$ cat src/rtl/page_buf_sched.sv
// page_buf_sched: ownership scheduler for the single-page host/NAND buffer.
// Grants the buffer to one side at a time, keeps fill-before-drain ordering,
// counts words per burst and gates the buffer port strobes.
// Optional feature macro: PAGE_BUF_SCHED_TIMEOUT_EN (stall timeout abort).
module page_buf_sched #(
   parameter int PAGE_WORDS  = 2048,
   parameter int DW          = 16,
   parameter int CW          = $clog2(PAGE_WORDS) + 1,
   parameter int TIMEOUT_CYC = 1024
) (
   input  logic          clk,
   input  logic          rst_n,
   input  logic          h_req,
   input  logic          h_wr,
   input  logic          h_stb,
   output logic          h_gnt,
   output logic          h_done,
   output logic          h_err,
   input  logic          n_req,
   input  logic          n_wr,
   input  logic          n_stb,
   output logic          n_gnt,
   output logic          n_done,
   output logic          n_err,
   output logic          b_hsel,
   output logic          b_hwe,
   output logic          b_hre,
   output logic          b_csel,
   output logic          b_cwe,
   output logic          b_cre,
   output logic [CW-1:0] wcnt,
   output logic [1:0]    buf_st
);

   typedef enum logic [2:0] {IDLE, H_FILL, H_DRAIN, N_FILL, N_DRAIN} state_t;

   localparam logic [1:0]    ST_EMPTY  = 2'd0;
   localparam logic [1:0]    ST_HOST   = 2'd1;
   localparam logic [1:0]    ST_NAND   = 2'd2;
   localparam logic [CW-1:0] LAST_WORD = CW'(PAGE_WORDS - 1);

   state_t        state_reg;
   logic          h_gnt_reg, n_gnt_reg;
   logic          h_done_reg, n_done_reg;
   logic          h_err_reg, n_err_reg;
   logic          prio_n_reg;      // 1: NAND side wins the next contested grant
   logic [CW-1:0] wcnt_reg;
   logic [1:0]    buf_st_reg;

   logic          own_host;
   logic          own_req;
   logic          own_stb;
   logic          last_word;
   logic          h_elig, n_elig;
   logic          h_win, n_win;
   logic          stall_abort;
   logic [1:0]    buf_st_next;

   // Owner view of the active burst and the content left behind on completion
   always_comb begin
      own_host    = (state_reg == H_FILL) || (state_reg == H_DRAIN);
      own_req     = own_host ? h_req : n_req;
      own_stb     = own_host ? h_stb : n_stb;
      last_word   = (wcnt_reg == LAST_WORD);
      buf_st_next = ST_EMPTY;
      case (state_reg)
         H_FILL:  buf_st_next = ST_HOST;
         N_FILL:  buf_st_next = ST_NAND;
         default: buf_st_next = ST_EMPTY;
      endcase
   end

   // Eligibility (fill needs EMPTY, drain needs the other side's data) and round-robin pick
   always_comb begin
      h_elig = h_req && (h_wr ? (buf_st_reg == ST_EMPTY) : (buf_st_reg == ST_NAND));
      n_elig = n_req && (n_wr ? (buf_st_reg == ST_EMPTY) : (buf_st_reg == ST_HOST));
      h_win  = h_elig && (!n_elig || !prio_n_reg);
      n_win  = n_elig && !h_win;
   end

`ifdef PAGE_BUF_SCHED_TIMEOUT_EN
   localparam int SW = $clog2(TIMEOUT_CYC + 1);
   logic [SW-1:0] stall_reg;

   // Consecutive owner-idle cycles inside a burst; cleared by any owner strobe
   always_ff @(posedge clk or negedge rst_n) begin
      if (!rst_n) begin
         stall_reg <= '0;
      end else if ((state_reg == IDLE) || own_stb) begin
         stall_reg <= '0;
      end else begin
         stall_reg <= stall_reg + SW'(1);
      end
   end

   assign stall_abort = !own_stb && (stall_reg == SW'(TIMEOUT_CYC - 1));
`else
   assign stall_abort = 1'b0;
`endif

   // Scheduler FSM: arbitration in IDLE, word counting and completion/abort in bursts
   always_ff @(posedge clk or negedge rst_n) begin
      if (!rst_n) begin
         state_reg  <= IDLE;
         h_gnt_reg  <= 1'b0;
         n_gnt_reg  <= 1'b0;
         h_done_reg <= 1'b0;
         n_done_reg <= 1'b0;
         h_err_reg  <= 1'b0;
         n_err_reg  <= 1'b0;
         prio_n_reg <= 1'b0;
         wcnt_reg   <= '0;
         buf_st_reg <= ST_EMPTY;
      end else begin
         h_done_reg <= 1'b0;
         n_done_reg <= 1'b0;
         h_err_reg  <= 1'b0;
         n_err_reg  <= 1'b0;
         case (state_reg)
            IDLE: begin
               wcnt_reg <= '0;
               if (h_win) begin
                  state_reg <= h_wr ? H_FILL : H_DRAIN;
                  h_gnt_reg <= 1'b1;
               end else if (n_win) begin
                  state_reg <= n_wr ? N_FILL : N_DRAIN;
                  n_gnt_reg <= 1'b1;
               end
               // Only a contested grant moves the priority to the loser
               if (h_elig && n_elig) begin
                  prio_n_reg <= h_win;
               end
            end
            default: begin
               if (!own_req || stall_abort) begin
                  // Partial page is worthless: drop ownership and invalidate content
                  state_reg  <= IDLE;
                  h_gnt_reg  <= 1'b0;
                  n_gnt_reg  <= 1'b0;
                  wcnt_reg   <= '0;
                  buf_st_reg <= ST_EMPTY;
                  h_err_reg  <= own_host;
                  n_err_reg  <= !own_host;
               end else if (own_stb) begin
                  if (last_word) begin
                     state_reg  <= IDLE;
                     h_gnt_reg  <= 1'b0;
                     n_gnt_reg  <= 1'b0;
                     wcnt_reg   <= '0;
                     buf_st_reg <= buf_st_next;
                     h_done_reg <= own_host;
                     n_done_reg <= !own_host;
                  end else begin
                     wcnt_reg <= wcnt_reg + CW'(1);
                  end
               end
            end
         endcase
      end
   end

   // Port strobes: registered ownership gated with the owner's live strobe
   assign b_hsel = h_gnt_reg;
   assign b_hwe  = (state_reg == H_FILL)  && h_stb;
   assign b_hre  = (state_reg == H_DRAIN) && h_stb;
   assign b_csel = n_gnt_reg;
   assign b_cwe  = (state_reg == N_FILL)  && n_stb;
   assign b_cre  = (state_reg == N_DRAIN) && n_stb;

   assign h_gnt  = h_gnt_reg;
   assign n_gnt  = n_gnt_reg;
   assign h_done = h_done_reg;
   assign n_done = n_done_reg;
   assign h_err  = h_err_reg;
   assign n_err  = n_err_reg;
   assign wcnt   = wcnt_reg;
   assign buf_st = buf_st_reg;

endmodule

$ cat config.mk
export PLATFORM = sky130hd
export DESIGN_NAME = page_buf_sched
export DESIGN_NICKNAME = d
export VERILOG_FILES = /design/src/rtl/page_buf_sched.sv
export SDC_FILE = /design/constraint.sdc
export NUM_CORES = 1
export LEC_CHECK = 0
export ABC_CLOCK_PERIOD_IN_PS = 1700
export CAP_MARGIN = 25
export CELL_PAD_IN_SITES_DETAIL_PLACEMENT = 0
export CELL_PAD_IN_SITES_GLOBAL_PLACEMENT = 2
export CORE_MARGIN = 3
export CORE_UTILIZATION = 27
export CTS_CLUSTER_DIAMETER = 120
export DETAILED_ROUTE_END_ITERATION = 8
export PLACE_DENSITY_LB_ADDON = 0.2
export SLEW_MARGIN = 10
export SYNTH_ARGS = -nofsm -noshare
export SYNTH_HDL_FRONTEND = slang
export SYNTH_SLANG_ARGS = --single-unit
$ cat constraint.sdc
create_clock -name clk -period 1.7 [get_ports clk]
set_clock_uncertainty 0.05 [all_clocks]
set_input_delay 0.51 -clock clk [delete_from_list [all_inputs] [get_ports clk]]
set_output_delay 0.51 -clock clk [all_outputs]
set_load 0.02 [all_outputs]
==> results.md, run 1 <==
- Status: complete, but fails checks
- Failing checks: negative setup slack
- Post-DP Area: approximately 2200 um^2
- Xor-xnor portion of the synthesized cell area: 6.90%
- Cell Pwr Density: roughly 1400 nW/um^2
- Worst-margin pin slew: between 0.3 and 0.4 ns
- Crit path DAT: around 2.1 ns
- Largest family of logic cells by synthesized area: simple AND/OR/NAND/NOR gates
- Clk slew on worst S/H paths: about 0.09 ns
- FF-to-FF End: state_reg[2]
- Sequential Area: about 610 um^2
- Layout cells sized above 1: about 62%
- DR vias: approximately 1,500
- Netlist cell types: 47
- Die width: 78.4 um
- Drt first-iter violations: 63
- Area fraction of the dominant cell type after synthesis: a little over two fifths
- Worst Hold Path EP: prio_n_reg
- Layout filler cell count: ~440
- Simple-Gate Fraction of Synth Area: 21.9%
- Tot GR Track Use: between 10% and 20%
- Final Max Slew Viols: 0
- Power Total: about 0.0039 W
- Post-synthesis mux area share: ~3%
- Initial antenna violation count: 0
- Final standard cell area without fillers: roughly 2800 um^2
- FP Rows: 25
- Max Freq: about 520 MHz
- Global-route wire length before repair: between 7000 and 8000 um
- Worst setup SP type: flip-flop
- Gate Count Post-Synth: between 100 and 150
- IR Drop Worst-Case VDD: 709 uV
- Critical R2R Launch: state_reg[0]
- Inserted Clock Buffers: 3
- CP Data Required Time: around 1.8 ns
- Pint: 0.00232 W
- Vias/cell: 4.90
- Setup WS pre-CTS: -0.784 ns
- Number of synthesized flops with an enable pin: 0
- Area leader, netlist: dfrtp_1
- CTS tree: yes
- Clock sinks: 24
- Largest net degree at the start of global routing: 25
- Static Leak: between 1 and 1.5 nW
- Ys Warns: 0
- Die ar.: ~6000 um^2
- Vias in the first global route: 1,604
- Fin. Hold Viols: 0
- Logic gate share of total power: 69.4%
- Worst setup EP type: flip-flop
- Synth Flop Type: dfrtp_1
- Starting Density: between 20 and 30%
- Non-filler cells, final: about 310
- Commonest non-fill, non-tap cell in the layout: buf_4
- Register area share after synthesis: between 40 and 50%
- Clock share of power: 10.5%
- Reg2Reg Setup Slack: -0.23 ns
- Setup CP Type: flip-flop to flip-flop
- DRC errors left: 0
- Root Buffer: clkbuf_8
- Footprint of the multi-input gates: approximately 1100 um^2
- Synthesized area: approximately 1400 um^2
- PortBufs: 33
- HP Start: prio_n_reg
- Max reg flops: 12
- Final #Nets: 257
- P&R area growth vs syn: 95.9%
- Ranking of synthesized cells by area: dfrtp_1, nor2_1, a21oi_1
- Tcrit/Tclk final: 114%
- Switching Share: around two fifths
- Hold Path Class: flip-flop to flip-flop
- Mapped Avg Cell Area: approximately 10 um^2
- Total wire length: between 4000 and 5000 um
- Hpwl dp: 3120 um
- Initial DRT Pass Iterations: 4
- DR WL/cell: around 15 um
- Synth async-reset ratio: 100%
- Hold depth: 1
- CTS H-Tree Depth: 1
- Commonest cells after routing, fill and taps aside: buf_4, buf_6, dlygate4sd2_1
- Final Critical Period: between 1.5 and 2 ns
- Psw: about 0.0016 W
- CTS max path bufs: 2
- Dpl cells: about 300
- Chip height: 78.4 um
- Synth Area in Compound Gates: between 10% and 20%
- Num ports: 34
- Inserted Diodes: 0
- Synthesized Nets: between 150 and 200
- Cts hold-fix bufs: 0
- Adder-cell share of the synthesized area: less than 1%
- Sequential power share: ~20%
- Max_cap viols: 0
- Critical path fanouts, max: 4
- Core area: between 4000 and 5000 um^2
- Worst R2R Path Depth: 7
- Final number of setup-violating endpoints: 25
- Setup ws final: -0.233 ns
- Clk_lat worst skew: approximately 0.27 ns
- Total grt overflow: 0
- CP startpoint: state_reg[0]
- Gpl congestion: about 0.8
- DRT antenna net count: 0
- Post-synthesis register bit count: 24
- Slew HR: between 70 and 80%
- Unrepaired setup endpoints after global routing: yes
worst max path at each step:
stage / slack [ns] / depth (start not counted) / end
after floorplan: -0.06 / 6 / state_reg[2]
after global placement: -0.75 / 4 / b_hre
after detailed placement: -0.78 / 4 / b_hre
after CTS: -0.23 / 7 / state_reg[2]
after global routing: -0.28 / 7 / state_reg[2]
final: -0.23 / 7 / state_reg[2]
cell families (layout without fill, tap and decap cells):
logic type	Yosys count	in the layout
mux	4	4
buf+inv	12	114
compound gates	36	37
fa+ha+maj	1	1
xor+xnor	9	9
flops	24	24
simple gates	58	58
Yosys cell counts, types with 2 or more instances:
library cell / n
dfrtp_1: 24
nor2_1: 11
a21oi_1: 8
nand2_1: 8
nor3_1: 8
nand3_1: 7
inv_1: 6
o21ai_0: 6
or3_1: 5
buf_4: 4
xnor2_1: 4
xor2_1: 4
and3_1: 3
nand2b_1: 3
nor2b_1: 3
o31ai_1: 3
a31oi_1: 2
a41oi_1: 2
and2_1: 2
mux2i_1: 2
nand4_1: 2
or4_1: 2
power groups by stage:
| stage | clock (W) | combinational, W | sequential (W) |
|---|---|---|---|
| after global routing | 0.000441 | 0.00286 | 0.000798 |
| final | 0.000406 | 0.00269 | 0.000781 |
| after global placement | 0 | 0.00175 | 0.000780 |
| after floorplan | 0 | 0.000852 | 0.000822 |
| after detailed placement | 0 | 0.00176 | 0.000782 |
| after CTS | 0.000413 | 0.00245 | 0.000771 |
metal layers:
metal,GRT usage [%],wire [um],up-vias
met3,2.18,125,4
li1,-,-,741
met5,0,0,-
met2,27.7,2460,28
met1,21.5,2220,765
met4,4.72,53,0
per-stage QoR:
stage	hold slack (ns)	util, %	TNS, ns
finish	0.473	56.8	-3.27
global route	0.520	56.8	-4.71
CTS	0.469	53.9	-2.76
detailed placement	0.434	45.2	-14.20
global placement	0.432	45.2	-13.44
floorplan	0.164	-	-0.106
final cells by class:
cell class                 instances  share of cell area, %
clock buffer                       4                   1.99
timing repair buffer             104                   33.3
sequential                        24                   22.1
tap                               67                   3.03
multi-input combinational        109                   38.7
inverter                           6                  0.903
what timing repair did:
item                       CTS  global route
cloned                       1             0
setup buffers               14             4
pin swaps                   26            20
resized for setup          120            38
setup endpoints to repair   48            32
critical path, stage by stage (launching register included):
cell     delay (ns)
dfrtp_1        0.43
buf_6          0.15
xnor2_4        0.16
buf_6          0.13
o21a_4         0.23
o21ai_4        0.18
a21o_1         0.19
mux2_4         0.30
(Power assumes the default switching activity.)
==> inputs of run 2 (changes only) <==
- RECOVER_POWER: default -> 100
==> run 2 against run 1 <==
Net effect:
- the run still ends with negative setup slack left
- critical endpoint unchanged
- global-route usage unchanged
- sequential power about the same
- worst setup slack unchanged
- non-clock buffer count unchanged
- critical path depth unchanged
- highest routed layer unchanged
- largest power group unchanged
==> results.md, run 2 (synthesis gave the netlist of run 1 again) <==
- Layout cells sized above 1: 59.9% (-2.0 points)
- Power Total: 0.00387 W (-0.14%)
- Starting Density: 29.0% (unchanged)
- Clk_lat worst skew: 0.27 ns (about the same)
- Chip height: 78.4 um (unchanged)
- Hold depth: 1 (unchanged)
- DR vias: 1,535 (-0.20%)
- PortBufs: 33 (unchanged)
- Largest net degree at the start of global routing: 25 (unchanged)
- Final Max Slew Viols: 0 (unchanged)
- Inserted Clock Buffers: 3 (unchanged)
- Gpl congestion: 0.797 (unchanged)
- Final Critical Period: 1.93 ns (unchanged)
- Setup ws final: -0.233 ns (unchanged)
- Total grt overflow: 0 (unchanged)
- Initial DRT Pass Iterations: 4 (unchanged)
- Drt first-iter violations: 62 (-1.6%)
- Worst-margin pin slew: 0.647 ns (+0.313 ns)
- Static Leak: 1.19 nW (-1.1%)
- Total wire length: 4850 um (-0.25%)
- Max reg flops: 12 (unchanged)
- Clock sinks: 24 (unchanged)
- DR WL/cell: 15.5 um (-0.25%)
- Commonest non-fill, non-tap cell in the layout: buf_4
- Worst R2R Path Depth: 7 (unchanged)
- Slew HR: 56.9% (-21 points)
- Core area: 4880 um^2 (unchanged)
- Critical R2R Launch: state_reg[0]
- Vias in the first global route: 1,604 (unchanged)
- Global-route wire length before repair: 7910 um (unchanged)
- Tcrit/Tclk final: 114% (unchanged)
- Final #Nets: 257 (unchanged)
- Max_cap viols: 0 (unchanged)
- Max Used Layer: met4
- CP Data Required Time: 1.81 ns (about the same)
- Final number of setup-violating endpoints: 25 (unchanged)
- DRC errors left: 0 (unchanged)
- Unrepaired setup endpoints after global routing: yes
- Tot GR Track Use: 16.3% (unchanged)
- Metal2 WL: 2460 um (about the same)
- Crit path DAT: 2.05 ns (about the same)
- Max Freq: 517 MHz (unchanged)
- Num ports: 34 (unchanged)
- Final standard cell area without fillers: 2760 um^2 (-0.41%)
- CTS H-Tree Depth: 1 (unchanged)
- Setup WS pre-CTS: -0.784 ns (unchanged)
- Root Buffer: clkbuf_8
- IR Drop Worst-Case VDD: 709 uV (about the same)
- Hold Path Class: flip-flop to flip-flop
- Met1 WL: 2220 um (unchanged)
- HP Start: prio_n_reg
- Routed wl met3: 115 um (-8.0%)
- Vias/cell: 4.89 (-0.20%)
- FP Rows: 25 (unchanged)
- Die ar.: 6140 um^2 (unchanged)
- Cell Pwr Density: 1400 nW/um^2 (+0.26%)
- Worst setup EP type: flip-flop
- Worst setup SP type: flip-flop
- Initial antenna violation count: 0 (unchanged)
- Post-DP Area: 2200 um^2 (unchanged)
- Setup CP Type: flip-flop to flip-flop
- Critical path fanouts, max: 4 (unchanged)
- Die width: 78.4 um (unchanged)
- Fin. Hold Viols: 0 (unchanged)
- CTS tree: yes
- Commonest cells after routing, fill and taps aside: buf_4, buf_6, dlygate4sd2_1
- WHS: 0.473 ns (unchanged)
- Worst Hold Path EP: prio_n_reg
- DRT antenna net count: 0 (unchanged)
- Inserted Diodes: 0 (unchanged)
- Status: complete, but fails checks
- P&R area growth vs syn: 95.1%
- CTS max path bufs: 2 (unchanged)
- Reg2Reg Setup Slack: -0.23 ns (about the same)
- Clk slew on worst S/H paths: 0.09 ns (about the same)
- Layout filler cell count: 443 (+0.23%)
- Hpwl dp: 3120 um (unchanged)
- Failing checks: negative setup slack
- FF-to-FF End: state_reg[2]
[run 2: worst max-delay path by stage]
stage	cells after the start	start	end
after detailed placement	4	h_stb	b_hre
after CTS	7	state_reg[1]	state_reg[2]
final	7	state_reg[0]	state_reg[2]
after floorplan	6	state_reg[1]	state_reg[2]
after global routing	7	state_reg[0]	state_reg[2]
after global placement	4	h_stb	b_hre
[run 2: final cells by class]
| cell class | count | area (um^2) | area share (%) |
|---|---|---|---|
| Multi-Input combinational cell | 109 | 1070 | 38.9 |
| Timing Repair Buffer | 104 | 912 | 33.1 |
| Sequential cell | 24 | 611 | 22.1 |
| Tap cell | 67 | 83.8 | 3.04 |
| Clock buffer | 4 | 55.1 | 2.00 |
| Inverter | 6 | 25.0 | 0.907 |
[run 2: timing repair]
| item | in CTS | in global routing |
|---|---|---|
| setup buffers | 14 | 4 |
| hold buffers | 0 | 0 |
| cloned | 1 | 0 |
| pin swaps | 26 | 20 |
| endpoints found under the setup margin | 48 | 32 |
| gates resized for setup | 120 | 38 |
[run 2: worst max-delay path, cell delays in order (launching register included)]
cell and delay, ns:
dfrtp_1 0.43, buf_6 0.15, xnor2_4 0.16, buf_6 0.13, o21a_4 0.23, o21ai_4 0.18, a21o_1 0.19, mux2_4 0.30
[run 2: power breakdown]
group	switching, W	internal [W]	total [W]
clock	0.000199	0.000207	0.000406
sequential	0.000103	0.000676	0.000779
combinational	0.00125	0.00143	0.00268
[run 2: routing by layer]
layer / global-route usage, % / up-vias
li1: - / 741
met1: 21.5 / 762
met2: 27.7 / 28
met3: 2.18 / 4
met4: 4.72 / 0
met5: 0 / -
[run 2: through the flow]
| stage | TNS [ns] | cells | utilization, % |
|---|---|---|---|
| floorplan | -0.106 | 144 | - |
| global placement | -13.44 | 292 | 45.2 |
| detailed placement | -14.20 | 292 | 45.2 |
| CTS | -2.76 | 311 | 53.9 |
| global route | -4.71 | 314 | 56.5 |
| finish | -3.27 | 314 | 56.5 |
